File: src/rtl/uart_pkg.sv
// uart_pkg: shared state types and sizing helpers for the uart_txrx transceiver.
package uart_pkg;

    typedef enum logic [2:0] {
        TxIdle,
        TxStart,
        TxData,
        TxParity,
        TxStop
    } tx_state_t;

    typedef enum logic [2:0] {
        RxIdle,
        RxStart,
        RxData,
        RxParity,
        RxStop,
        RxBreak
    } rx_state_t;

    // Bit-period counter width; wide enough for a two-stop-bit period.
    function automatic int unsigned cnt_width(input int unsigned cpb);
        return $clog2(cpb * 2);
    endfunction

    // Cycles from start-edge detection to the mid-start resample.
    function automatic int unsigned half_bit(input int unsigned cpb);
        return cpb / 2;
    endfunction

    function automatic int unsigned idx_width(input int unsigned bits);
        return $clog2(bits);
    endfunction

    // Parity over up to 9 data bits; callers zero-extend, which leaves the XOR unchanged.
    function automatic logic parity_of(input logic [8:0] d, input logic odd);
        return (^d) ^ odd;
    endfunction

endpackage

File: src/rtl/uart_fifo.sv
// uart_fifo: first-word fall-through FIFO; pushes into a full FIFO are dropped.
module uart_fifo #(
    parameter int unsigned DEPTH = 4,
    parameter int unsigned WIDTH = 8
) (
    input  logic             i_clock,
    input  logic             i_reset,
    input  logic             i_push,
    input  logic [WIDTH-1:0] i_wdata,
    input  logic             i_pop,
    output logic [WIDTH-1:0] o_rdata,
    output logic             o_full,
    output logic             o_empty
);

    localparam int unsigned AW = $clog2(DEPTH);

    logic [WIDTH-1:0] mem_q [DEPTH];
    logic [AW:0]      wr_ptr_q, wr_ptr_d;
    logic [AW:0]      rd_ptr_q, rd_ptr_d;
    logic             push_ok, pop_ok;

    assign o_empty = (wr_ptr_q == rd_ptr_q);
    assign o_full  = (wr_ptr_q[AW] != rd_ptr_q[AW]) && (wr_ptr_q[AW-1:0] == rd_ptr_q[AW-1:0]);
    assign push_ok = i_push && !o_full;
    assign pop_ok  = i_pop && !o_empty;
    assign o_rdata = o_empty ? '0 : mem_q[rd_ptr_q[AW-1:0]];

    // Pointer advance on accepted push/pop.
    always_comb begin
        wr_ptr_d = wr_ptr_q;
        rd_ptr_d = rd_ptr_q;
        if (push_ok) wr_ptr_d = wr_ptr_q + 1'b1;
        if (pop_ok)  rd_ptr_d = rd_ptr_q + 1'b1;
    end

    // Pointer registers; reset empties the FIFO.
    always_ff @(posedge i_clock or posedge i_reset) begin
        if (i_reset) begin
            wr_ptr_q <= '0;
            rd_ptr_q <= '0;
        end else begin
            wr_ptr_q <= wr_ptr_d;
            rd_ptr_q <= rd_ptr_d;
        end
    end

    // Storage needs no reset: the read port is masked while empty.
    always_ff @(posedge i_clock) begin
        if (push_ok) mem_q[wr_ptr_q[AW-1:0]] <= i_wdata;
    end

endmodule

File: src/rtl/uart_txrx.sv
// uart_txrx: UART transceiver with TX/RX FIFOs and valid/ready byte streams.
// Define UART_TXRX_PARITY_EN to add a parity bit (even/odd per PARITY_ODD) to each frame.
module uart_txrx
    import uart_pkg::*;
#(
    parameter int unsigned CLOCKS_PER_BIT = 868,
    parameter int unsigned DATA_BITS      = 8,
    parameter int unsigned STOP_BITS      = 1,
    parameter int unsigned TX_FIFO_DEPTH  = 4,
    parameter int unsigned RX_FIFO_DEPTH  = 4,
    parameter int unsigned PARITY_ODD     = 0
) (
    input  logic                 i_clock,
    input  logic                 i_reset,
    input  logic                 i_uart_rx,
    output logic                 o_uart_tx,
    input  logic [DATA_BITS-1:0] i_tx_data,
    input  logic                 i_tx_valid,
    output logic                 o_tx_ready,
    output logic [DATA_BITS-1:0] o_rx_data,
    output logic                 o_rx_valid,
    input  logic                 i_rx_ready,
    output logic                 o_rx_overflow,
    output logic                 o_frame_error,
    output logic                 o_parity_error
);

    localparam int unsigned CW = cnt_width(CLOCKS_PER_BIT);
    localparam int unsigned IW = idx_width(DATA_BITS);
    localparam logic [CW-1:0] BitLast  = CW'(CLOCKS_PER_BIT - 1);
    localparam logic [CW-1:0] StopLast = CW'(STOP_BITS * CLOCKS_PER_BIT - 1);
    localparam logic [CW-1:0] HalfLast = CW'(half_bit(CLOCKS_PER_BIT) - 1);
    localparam logic [IW-1:0] IdxLast  = IW'(DATA_BITS - 1);
    localparam logic          ParOdd   = (PARITY_ODD != 0);
`ifdef UART_TXRX_PARITY_EN
    localparam bit ParEn = 1'b1;
`else
    localparam bit ParEn = 1'b0;
`endif

    // ---------------- TX path ----------------
    logic [DATA_BITS-1:0] txf_rdata;
    logic                 txf_full, txf_empty, txf_pop;
    tx_state_t            tx_state_q, tx_state_d;
    logic [CW-1:0]        tx_cnt_q, tx_cnt_d;
    logic [IW-1:0]        tx_idx_q, tx_idx_d;
    logic [DATA_BITS-1:0] tx_shift_q, tx_shift_d;
    logic                 tx_par_q, tx_par_d;
    logic                 tx_line_q, tx_line_d;

    uart_fifo #(.DEPTH(TX_FIFO_DEPTH), .WIDTH(DATA_BITS)) u_tx_fifo (
        .i_clock (i_clock),
        .i_reset (i_reset),
        .i_push  (i_tx_valid),
        .i_wdata (i_tx_data),
        .i_pop   (txf_pop),
        .o_rdata (txf_rdata),
        .o_full  (txf_full),
        .o_empty (txf_empty)
    );

    assign o_tx_ready = !txf_full;
    assign o_uart_tx  = tx_line_q;

    // TX framing: load from FIFO, then start/data/[parity]/stop; stop chains straight into the next start.
    always_comb begin
        tx_state_d = tx_state_q;
        tx_cnt_d   = (tx_cnt_q == '0) ? '0 : tx_cnt_q - 1'b1;
        tx_idx_d   = tx_idx_q;
        tx_shift_d = tx_shift_q;
        tx_par_d   = tx_par_q;
        tx_line_d  = tx_line_q;
        txf_pop    = 1'b0;
        unique case (tx_state_q)
            TxIdle: begin
                tx_line_d = 1'b1;
                if (!txf_empty) begin
                    txf_pop    = 1'b1;
                    tx_shift_d = txf_rdata;
                    tx_par_d   = parity_of(9'(txf_rdata), ParOdd);
                    tx_cnt_d   = BitLast;
                    tx_line_d  = 1'b0;
                    tx_state_d = TxStart;
                end
            end
            TxStart: begin
                if (tx_cnt_q == '0) begin
                    tx_state_d = TxData;
                    tx_idx_d   = '0;
                    tx_cnt_d   = BitLast;
                    tx_line_d  = tx_shift_q[0];
                end
            end
            TxData: begin
                if (tx_cnt_q == '0) begin
                    tx_cnt_d = BitLast;
                    if (tx_idx_q == IdxLast) begin
                        if (ParEn) begin
                            tx_state_d = TxParity;
                            tx_line_d  = tx_par_q;
                        end else begin
                            tx_state_d = TxStop;
                            tx_cnt_d   = StopLast;
                            tx_line_d  = 1'b1;
                        end
                    end else begin
                        tx_idx_d   = tx_idx_q + 1'b1;
                        tx_shift_d = tx_shift_q >> 1;
                        tx_line_d  = tx_shift_q[1];
                    end
                end
            end
            TxParity: begin
                if (tx_cnt_q == '0) begin
                    tx_state_d = TxStop;
                    tx_cnt_d   = StopLast;
                    tx_line_d  = 1'b1;
                end
            end
            TxStop: begin
                if (tx_cnt_q == '0) begin
                    tx_state_d = TxIdle;
                    tx_line_d  = 1'b1;
                    if (!txf_empty) begin
                        txf_pop    = 1'b1;
                        tx_shift_d = txf_rdata;
                        tx_par_d   = parity_of(9'(txf_rdata), ParOdd);
                        tx_cnt_d   = BitLast;
                        tx_line_d  = 1'b0;
                        tx_state_d = TxStart;
                    end
                end
            end
            default: begin
                tx_state_d = TxIdle;
                tx_line_d  = 1'b1;
            end
        endcase
    end

    // TX state registers; the line flop resets high so an aborted frame idles at once.
    always_ff @(posedge i_clock or posedge i_reset) begin
        if (i_reset) begin
            tx_state_q <= TxIdle;
            tx_cnt_q   <= '0;
            tx_idx_q   <= '0;
            tx_shift_q <= '0;
            tx_par_q   <= 1'b0;
            tx_line_q  <= 1'b1;
        end else begin
            tx_state_q <= tx_state_d;
            tx_cnt_q   <= tx_cnt_d;
            tx_idx_q   <= tx_idx_d;
            tx_shift_q <= tx_shift_d;
            tx_par_q   <= tx_par_d;
            tx_line_q  <= tx_line_d;
        end
    end

    // ---------------- RX path ----------------
    logic                 rx_sync1_q, rx_sync2_q;
    rx_state_t            rx_state_q, rx_state_d;
    logic [CW-1:0]        rx_cnt_q, rx_cnt_d;
    logic [IW-1:0]        rx_idx_q, rx_idx_d;
    logic [DATA_BITS-1:0] rx_shift_q, rx_shift_d;
    logic                 rx_perr_q, rx_perr_d;
    logic                 rxf_push, rxf_full, rxf_empty;
    logic                 frame_err, parity_err, overflow;

    uart_fifo #(.DEPTH(RX_FIFO_DEPTH), .WIDTH(DATA_BITS)) u_rx_fifo (
        .i_clock (i_clock),
        .i_reset (i_reset),
        .i_push  (rxf_push),
        .i_wdata (rx_shift_q),
        .i_pop   (i_rx_ready),
        .o_rdata (o_rx_data),
        .o_full  (rxf_full),
        .o_empty (rxf_empty)
    );

    assign o_rx_valid    = !rxf_empty;
    assign o_rx_overflow = overflow;
    assign o_frame_error = frame_err;
`ifdef UART_TXRX_PARITY_EN
    assign o_parity_error = parity_err;
`else
    logic unused_parity_err;
    assign unused_parity_err = parity_err;
    assign o_parity_error    = 1'b0;
`endif

    // Two-flop synchroniser, idle-high after reset.
    always_ff @(posedge i_clock or posedge i_reset) begin
        if (i_reset) begin
            rx_sync1_q <= 1'b1;
            rx_sync2_q <= 1'b1;
        end else begin
            rx_sync1_q <= i_uart_rx;
            rx_sync2_q <= rx_sync1_q;
        end
    end

    // RX framing: mid-bit sampling; stop sample decides push or one error pulse (frame > parity > overflow).
    always_comb begin
        rx_state_d = rx_state_q;
        rx_cnt_d   = (rx_cnt_q == '0) ? '0 : rx_cnt_q - 1'b1;
        rx_idx_d   = rx_idx_q;
        rx_shift_d = rx_shift_q;
        rx_perr_d  = rx_perr_q;
        rxf_push   = 1'b0;
        frame_err  = 1'b0;
        parity_err = 1'b0;
        overflow   = 1'b0;
        unique case (rx_state_q)
            RxIdle: begin
                if (!rx_sync2_q) begin
                    rx_state_d = RxStart;
                    rx_cnt_d   = HalfLast;
                    rx_perr_d  = 1'b0;
                end
            end
            RxStart: begin
                if (rx_cnt_q == '0) begin
                    if (!rx_sync2_q) begin
                        rx_state_d = RxData;
                        rx_cnt_d   = BitLast;
                        rx_idx_d   = '0;
                    end else begin
                        rx_state_d = RxIdle;
                    end
                end
            end
            RxData: begin
                if (rx_cnt_q == '0) begin
                    rx_shift_d = {rx_sync2_q, rx_shift_q[DATA_BITS-1:1]};
                    rx_cnt_d   = BitLast;
                    rx_idx_d   = rx_idx_q + 1'b1;
                    if (rx_idx_q == IdxLast) begin
                        rx_state_d = ParEn ? RxParity : RxStop;
                    end
                end
            end
            RxParity: begin
                if (rx_cnt_q == '0) begin
                    rx_perr_d  = (rx_sync2_q != parity_of(9'(rx_shift_q), ParOdd));
                    rx_cnt_d   = BitLast;
                    rx_state_d = RxStop;
                end
            end
            RxStop: begin
                if (rx_cnt_q == '0) begin
                    if (!rx_sync2_q) begin
                        frame_err  = 1'b1;
                        rx_state_d = RxBreak;
                    end else begin
                        rx_state_d = RxIdle;
                        if (rx_perr_q)     parity_err = 1'b1;
                        else if (rxf_full) overflow   = 1'b1;
                        else               rxf_push   = 1'b1;
                    end
                end
            end
            RxBreak: begin
                if (rx_sync2_q) rx_state_d = RxIdle;
            end
            default: rx_state_d = RxIdle;
        endcase
    end

    // RX state registers.
    always_ff @(posedge i_clock or posedge i_reset) begin
        if (i_reset) begin
            rx_state_q <= RxIdle;
            rx_cnt_q   <= '0;
            rx_idx_q   <= '0;
            rx_shift_q <= '0;
            rx_perr_q  <= 1'b0;
        end else begin
            rx_state_q <= rx_state_d;
            rx_cnt_q   <= rx_cnt_d;
            rx_idx_q   <= rx_idx_d;
            rx_shift_q <= rx_shift_d;
            rx_perr_q  <= rx_perr_d;
        end
    end

endmodule
File: config.mk
export PLATFORM = sky130hd
export DESIGN_NAME = uart_txrx
export DESIGN_NICKNAME = d
export VERILOG_FILES = /design/src/rtl/uart_pkg.sv /design/src/rtl/uart_fifo.sv /design/src/rtl/uart_txrx.sv
export SDC_FILE = /design/constraint.sdc
export NUM_CORES = 1
export LEC_CHECK = 0
export BUFFER_PORTS_ARGS = -buffer_cell sky130_fd_sc_hd__buf_4
export CORE_MARGIN = 3
export CORE_UTILIZATION = 45
export CTS_CLUSTER_DIAMETER = 40
export DETAILED_ROUTE_END_ITERATION = 10
export SLEW_MARGIN = 15
export SYNTH_ARGS = -nofsm -noshare
export SYNTH_HDL_FRONTEND = slang
export SYNTH_SLANG_ARGS = --single-unit
File: constraint.sdc
create_clock -name i_clock -period 2.84 [get_ports i_clock]
set_input_delay 0.142 -clock i_clock [delete_from_list [all_inputs] [get_ports i_clock]]
set_output_delay 0.142 -clock i_clock [all_outputs]
set_load 0.03 [all_outputs]
# Word-level counts from Yosys, hierarchy flattened
# Memory sizes are Yosys's and may differ from the RTL's.
# Cells that the tools add are included.
[word_totals] reg_bits=66 mem_bits_rw=64 in_bits=13 output_inout_bits=14 wordCells=161 mem_count=2
[memory_table] memory="u_rx_fifo.mem_q" depth=4 word_bits=8 rd=1 rd_clocked_by_memory_dff=0 wr=1 line_no="uart_fifo.sv:18" rtl="logic [WIDTH-1:0] mem_q [DEPTH];"
[memory_table] memory="u_tx_fifo.mem_q" depth=4 word_bits=8 rd=1 rd_clocked_by_memory_dff=0 wr=1 line_no="uart_fifo.sv:18"
[classes] n_addsub=8 eq_ne=33 mux=73 reduce_logical=29
[op_table] cell="11-bit two-way mux" n=9
[op_table] cell="11-bit case mux with 3 select lines" n=2
[op_table] cell="3-bit two-way mux" n=20
[op_table] cell="8-bit two-way mux" n=5
[op_table] cell="2-bit != test, second input constant" n=15
[op_table] cell="1-bit two-way mux" n=28
[op_table] cell="8-bit case mux with 3 select lines" n=1
[op_table] cell="11-bit zero test" n=2
[op_table] cell="11-bit by 1-bit subtractor with 11-bit output, second input constant" n=2
[op_table] cell="3-bit by 1-bit adder with 3-bit output, second input constant" n=6
[op_table] cell="3-bit case mux with 6 select lines" n=1
[op_table] cell="4-bit AND reduction" n=4
[op_table] cell="3-bit equality test, second input constant" n=5
[op_table] cell="3-bit case mux with 5 select lines" n=1
[op_table] cell="3-bit by 2-bit equality test with 1-bit output, second input constant" n=4
[op_table] cell="3-bit case mux with 2 select lines" n=2
[op_table] cell="9-bit XOR reduction" n=1
[op_table] cell="7-bit AND reduction" n=1
[op_table] cell="3-bit by 1-bit equality test with 1-bit output, second input constant" n=2
[op_table] cell="3-bit equality test" n=2
[op_table] cell="1-bit logical AND" n=6
[op_table] cell="3-bit zero test" n=2
[op_table] cell="6-bit AND reduction" n=1
[op_table] cell="2-bit nonzero test" n=3
[op_table] cell="11 further kinds" n=18

# Logic depth before layout (Yosys ltp)
[depth] ltp_word=10 mapped_depth=7 ltp_nobuf=6

# Modules after synthesis
# A second synthesis with hierarchy kept.
[unflattened] cells_unflattened=462 area_unflattened_um2=6083.3
[modules_own_cells] mod="uart_fifo" instances=2 cells_per_inst=96 area_per_inst_um2=1677.9 seq_area_each_um2=1111.1
[modules_own_cells] mod="uart_txrx" instances=1 cells_per_inst=270 area_per_inst_um2=2727.6 seq_area_each_um2=1355.0

# Least setup slack after synthesis
# OpenSTA, ideal clock, no wires.
[synth_path] kind="reg2out" from="register rx_cnt_q[0]" to="output port o_rx_overflow" t_arrival_ps=2355 required_time_ps=2698 setup_slack_ps=343 path_stages_with_launch=7 n_path_buf=1 cell_sequence="dfrtp_1 inv_1 ha_1 nor4b_1 nand3_1 clkbuf_1 nor4b_1"
[synth_between] elab_chain_cells=3
[synth_lines] item="from (decl)" line_no="uart_txrx.sv:163" rtl="logic [CW-1:0] rx_cnt_q, rx_cnt_d;"
[synth_lines] item="from (signal assigned)" line_no="uart_txrx.sv:280" rtl="rx_cnt_q <= rx_cnt_d;"
[synth_lines] item="11-bit zero test" line_no="uart_txrx.sv:251" rtl="if (rx_cnt_q == '0) begin"
[synth_lines] item="1-bit two-way mux" line_no="uart_txrx.sv:251"
[synth_lines] item="1-bit two-way mux" line_no="uart_txrx.sv:214" rtl="unique case (rx_state_q)"
[synth_lines] item="to (decl)" line_no="uart_txrx.sv:23" rtl="output logic o_rx_overflow,"
# No other way between the ends.

# Worst setup path after layout
[layout_path] from="register rx_cnt_q[3]" to="output port o_rx_overflow"
# Same word-level chain as after synthesis.

==> impl_results.md <==
- Max Slew Vio Count: 0
- Static Leak: 0.002735 uW
- Sequential area share after synthesis: 60.38%
- Worst min path class: in -> reg
- Final ANT Viol Nets: 0
- Ys Warns: 0
- Crit Path Class: reg -> out
- Avg Cell Area, Syn: 13.84 sq um
- DRC viols: 0
- WHS Endpoint: u_rx_fifo.rd_ptr_q[0]
- Clk Latency, worst-skew pair: 0.41 ns
- Fill cell count: 1,080
- Post-CTS Setup Repair Bufs: 0
- Via/cell ratio: 5.293
- Kind of end point of the critical path: output port
- Number of synthesized flops with an enable pin: 64
- Global-route wire length before repair: 17,740 um
- Reg-to-Reg Start: rx_state_q[0]
- Commonest non-fill, non-tap cells in the layout: edfxtp_1 (64), dfrtp_1 (63), buf_4 (31)
- Nets@finish: 503
- Critical path data required time: 2.70 ns
- Relative max-transition margin: 55.89%
- DP Worst Slack: 0.4322 ns
- Root Driver: clkbuf_16
- Die width: 120.7 um
- Prevailing post-synth register cell: edfxtp_1
- Hold path startpoint: i_rx_ready
- Initial antenna violation count: 0
- Skew final: 0.007730 ns
- I/O pin cnt: 27
- Total Wirelength: 10,280 um
- DP HPWL: 6994 um
- Final Hold Fails: 0
- Area Overhead vs Synth: 19.39%
- Slew @ Worst Pin: 0.6547 ns
- TritonCTS Sinks: 130
- PnR worst setup slack: 0.3591 ns
- GRT Total Usage: 15.82%
- Drt first pass iters: 6
- Ratio of final minimum period to clock period: 87.36%
- Final Wtd Congestion: 0.8447
- FF-to-FF path depth: 4
- Commonest non-fill, non-tap cell in the layout: edfxtp_1
- WHS Path Cells: 3
- # Max-Cap Violations: 0
- Area share of the largest cell type after synthesis: 32.44%
- Synth area leader: edfxtp_1
- Synthesized instance count: 428
- Starting Density: 46.57%
- Fin crit period: 2.481 ns
- Routed via count: 3,483
- IO buf count: 25
- Avg WL per Cell: 15.62 um
- Ant. Diodes: 0
- CTS tree: done
- Vias in the first global route: 3,532
- Flop2flop setup slack: 0.55 ns
- Startpoint Class: flop
- Die Ht: 120.7 um
- Syn_nets: 458
- Asr flop ratio synth: 50.77%
- Cts bufs inserted: 17
- Power density over cell area: 829.1 nW/um^2
- Layout cells sized above 1: 23.46%
- Fmax: 403.1 MHz
- VDD IR max: 0.6255 mV
- Core footprint: 12,720 sq um
- Setup Total Neg Slack: 0 ns
- Synth Register Bits: 130
- Worst EP arrival: 2.34 ns
- Largest net degree at the start of global routing: 26
- Grt ovf: 0
- Clk pin slew, worst setup/hold paths: 0.05 ns
- FF+latch area: 3577 sq um
- Post-Syn Area: 5924 sq um
- CP max FO: 11
- Final setup fails: 0
- Post-synth cell types: 55
- Deepest clock path buffer count: 2
- RR Endpoint: u_rx_fifo.mem_q[1][2]
- Die ar.: 14,580 sq um
- Multi-input logic area: 2251 sq um
- 1st-iter DRT viols: 195
- RSZ-0062 raised after global routing: no
- H-tree levels: 4
- Top cells by area, synth: edfxtp_1 (32%), dfrtp_1 (27%), mux4_2 (6.1%)
- Outcome: finished clean
- FP Rows: 41
stage by stage:
step | power [uW] | instances | util (%) | hold WS [ns] | area, sq um
detailed placement | 3513 | 616 | 49.58 | 0.2157 | 6307
CTS | 5939 | 658 | 55.46 | 0.02120 | 7056
global placement | 3477 | 616 | 49.58 | 0.2044 | 6307
global route | 6154 | 658 | 55.60 | 0.02902 | 7073
finish | 5864 | 658 | 55.60 | 0.03857 | 7073
floorplan | 3228 | 428 | - | 0.1465 | 5924
timing repair:
item                                    4_1_cts  5_1_grt
endpoints found under the hold margin        53        0
resized for setup                             0        3
endpoints found under the setup margin        0        2
hold buffers                                 10        0
area by class of cell:
type                       count  area share (%)
sequential                   130           50.57
multi-input combinational    270           31.82
clock buffer                  20           6.174
timing repair buffer          41           4.705
tap                          172           3.043
clock inverter                12           2.990
inverter                      13          0.6899
how the worst max path moves through the flow:
| stage | startpoint | end | cells after the start |
|---|---|---|---|
| 2_1_floorplan | rx_cnt_q[0] | o_rx_overflow | 6 |
| 3_3_place_gp | rx_cnt_q[0] | u_rx_fifo.mem_q[1][0] | 6 |
| 3_5_place_dp | rx_cnt_q[3] | u_rx_fifo.mem_q[1][0] | 4 |
| 4_1_cts | rx_cnt_q[3] | o_rx_overflow | 4 |
| 5_1_grt | rx_cnt_q[3] | o_rx_overflow | 4 |
| 6_report | rx_cnt_q[3] | o_rx_overflow | 4 |
state kept, by name (all words and copies together), names as in the netlist, 8 cells and up:
| register | flops |
|---|---|
| u_tx_fifo.mem_q | 32 |
| rx_shift_q | 8 |
| tx_shift_q | 8 |
| u_rx_fifo.mem_q | 32 |
| tx_cnt_q | 11 |
| rx_cnt_q | 11 |
worst max-delay path, cell delays in order, from the launching register on:
cell and delay [ns]:
dfrtp_1 0.43, nor4_2 0.49, nand3_2 0.31, nor4b_1 0.46, buf_4 0.23
report_power, final:
group | switching [uW] | leakage, uW | internal, uW
Clock | 754 | 0.000317 | 1630
Sequential | 217 | 0.00134 | 2270
Combinational | 496 | 0.00107 | 493
Total | 1470 | 0.00274 | 4400
cell usage after synthesis (12+ instances only):
cell      number
and2_1        17
dfrtp_1       63
edfxtp_1      64
ha_1          17
inv_1         13
mux2_2        27
mux4_2        16
nand2_1       18
nand3_1       12
nor2_1        23
o21ai_0       14
xnor2_1       21
xor2_1        14
per-layer routing:
metal / vias to the layer above / share of wire [%] / global-route usage (%)
met1: 1722 / 48 / 21.76
met5: - / 0 / 0
met3: 18 / 3.3 / 4.163
met2: 61 / 46 / 23.58
li1: 1682 / - / -
met4: 0 / 1.9 / 7.436
cell families after synthesis:
family                     after synthesis  share of synthesized area (%)
adders and majority gates               17                          3.590
and+or+nand+nor                        112                          10.14
xor gates and xnor gates                36                          5.554
muxes                                   44                          11.38
other                                    1                        0.06330
AOI/OAI and AO/OA                       60                          6.969
DFF                                    130                          60.38
buffers and inverters                   28                          1.922
Power figures use the tool's default switching activity.
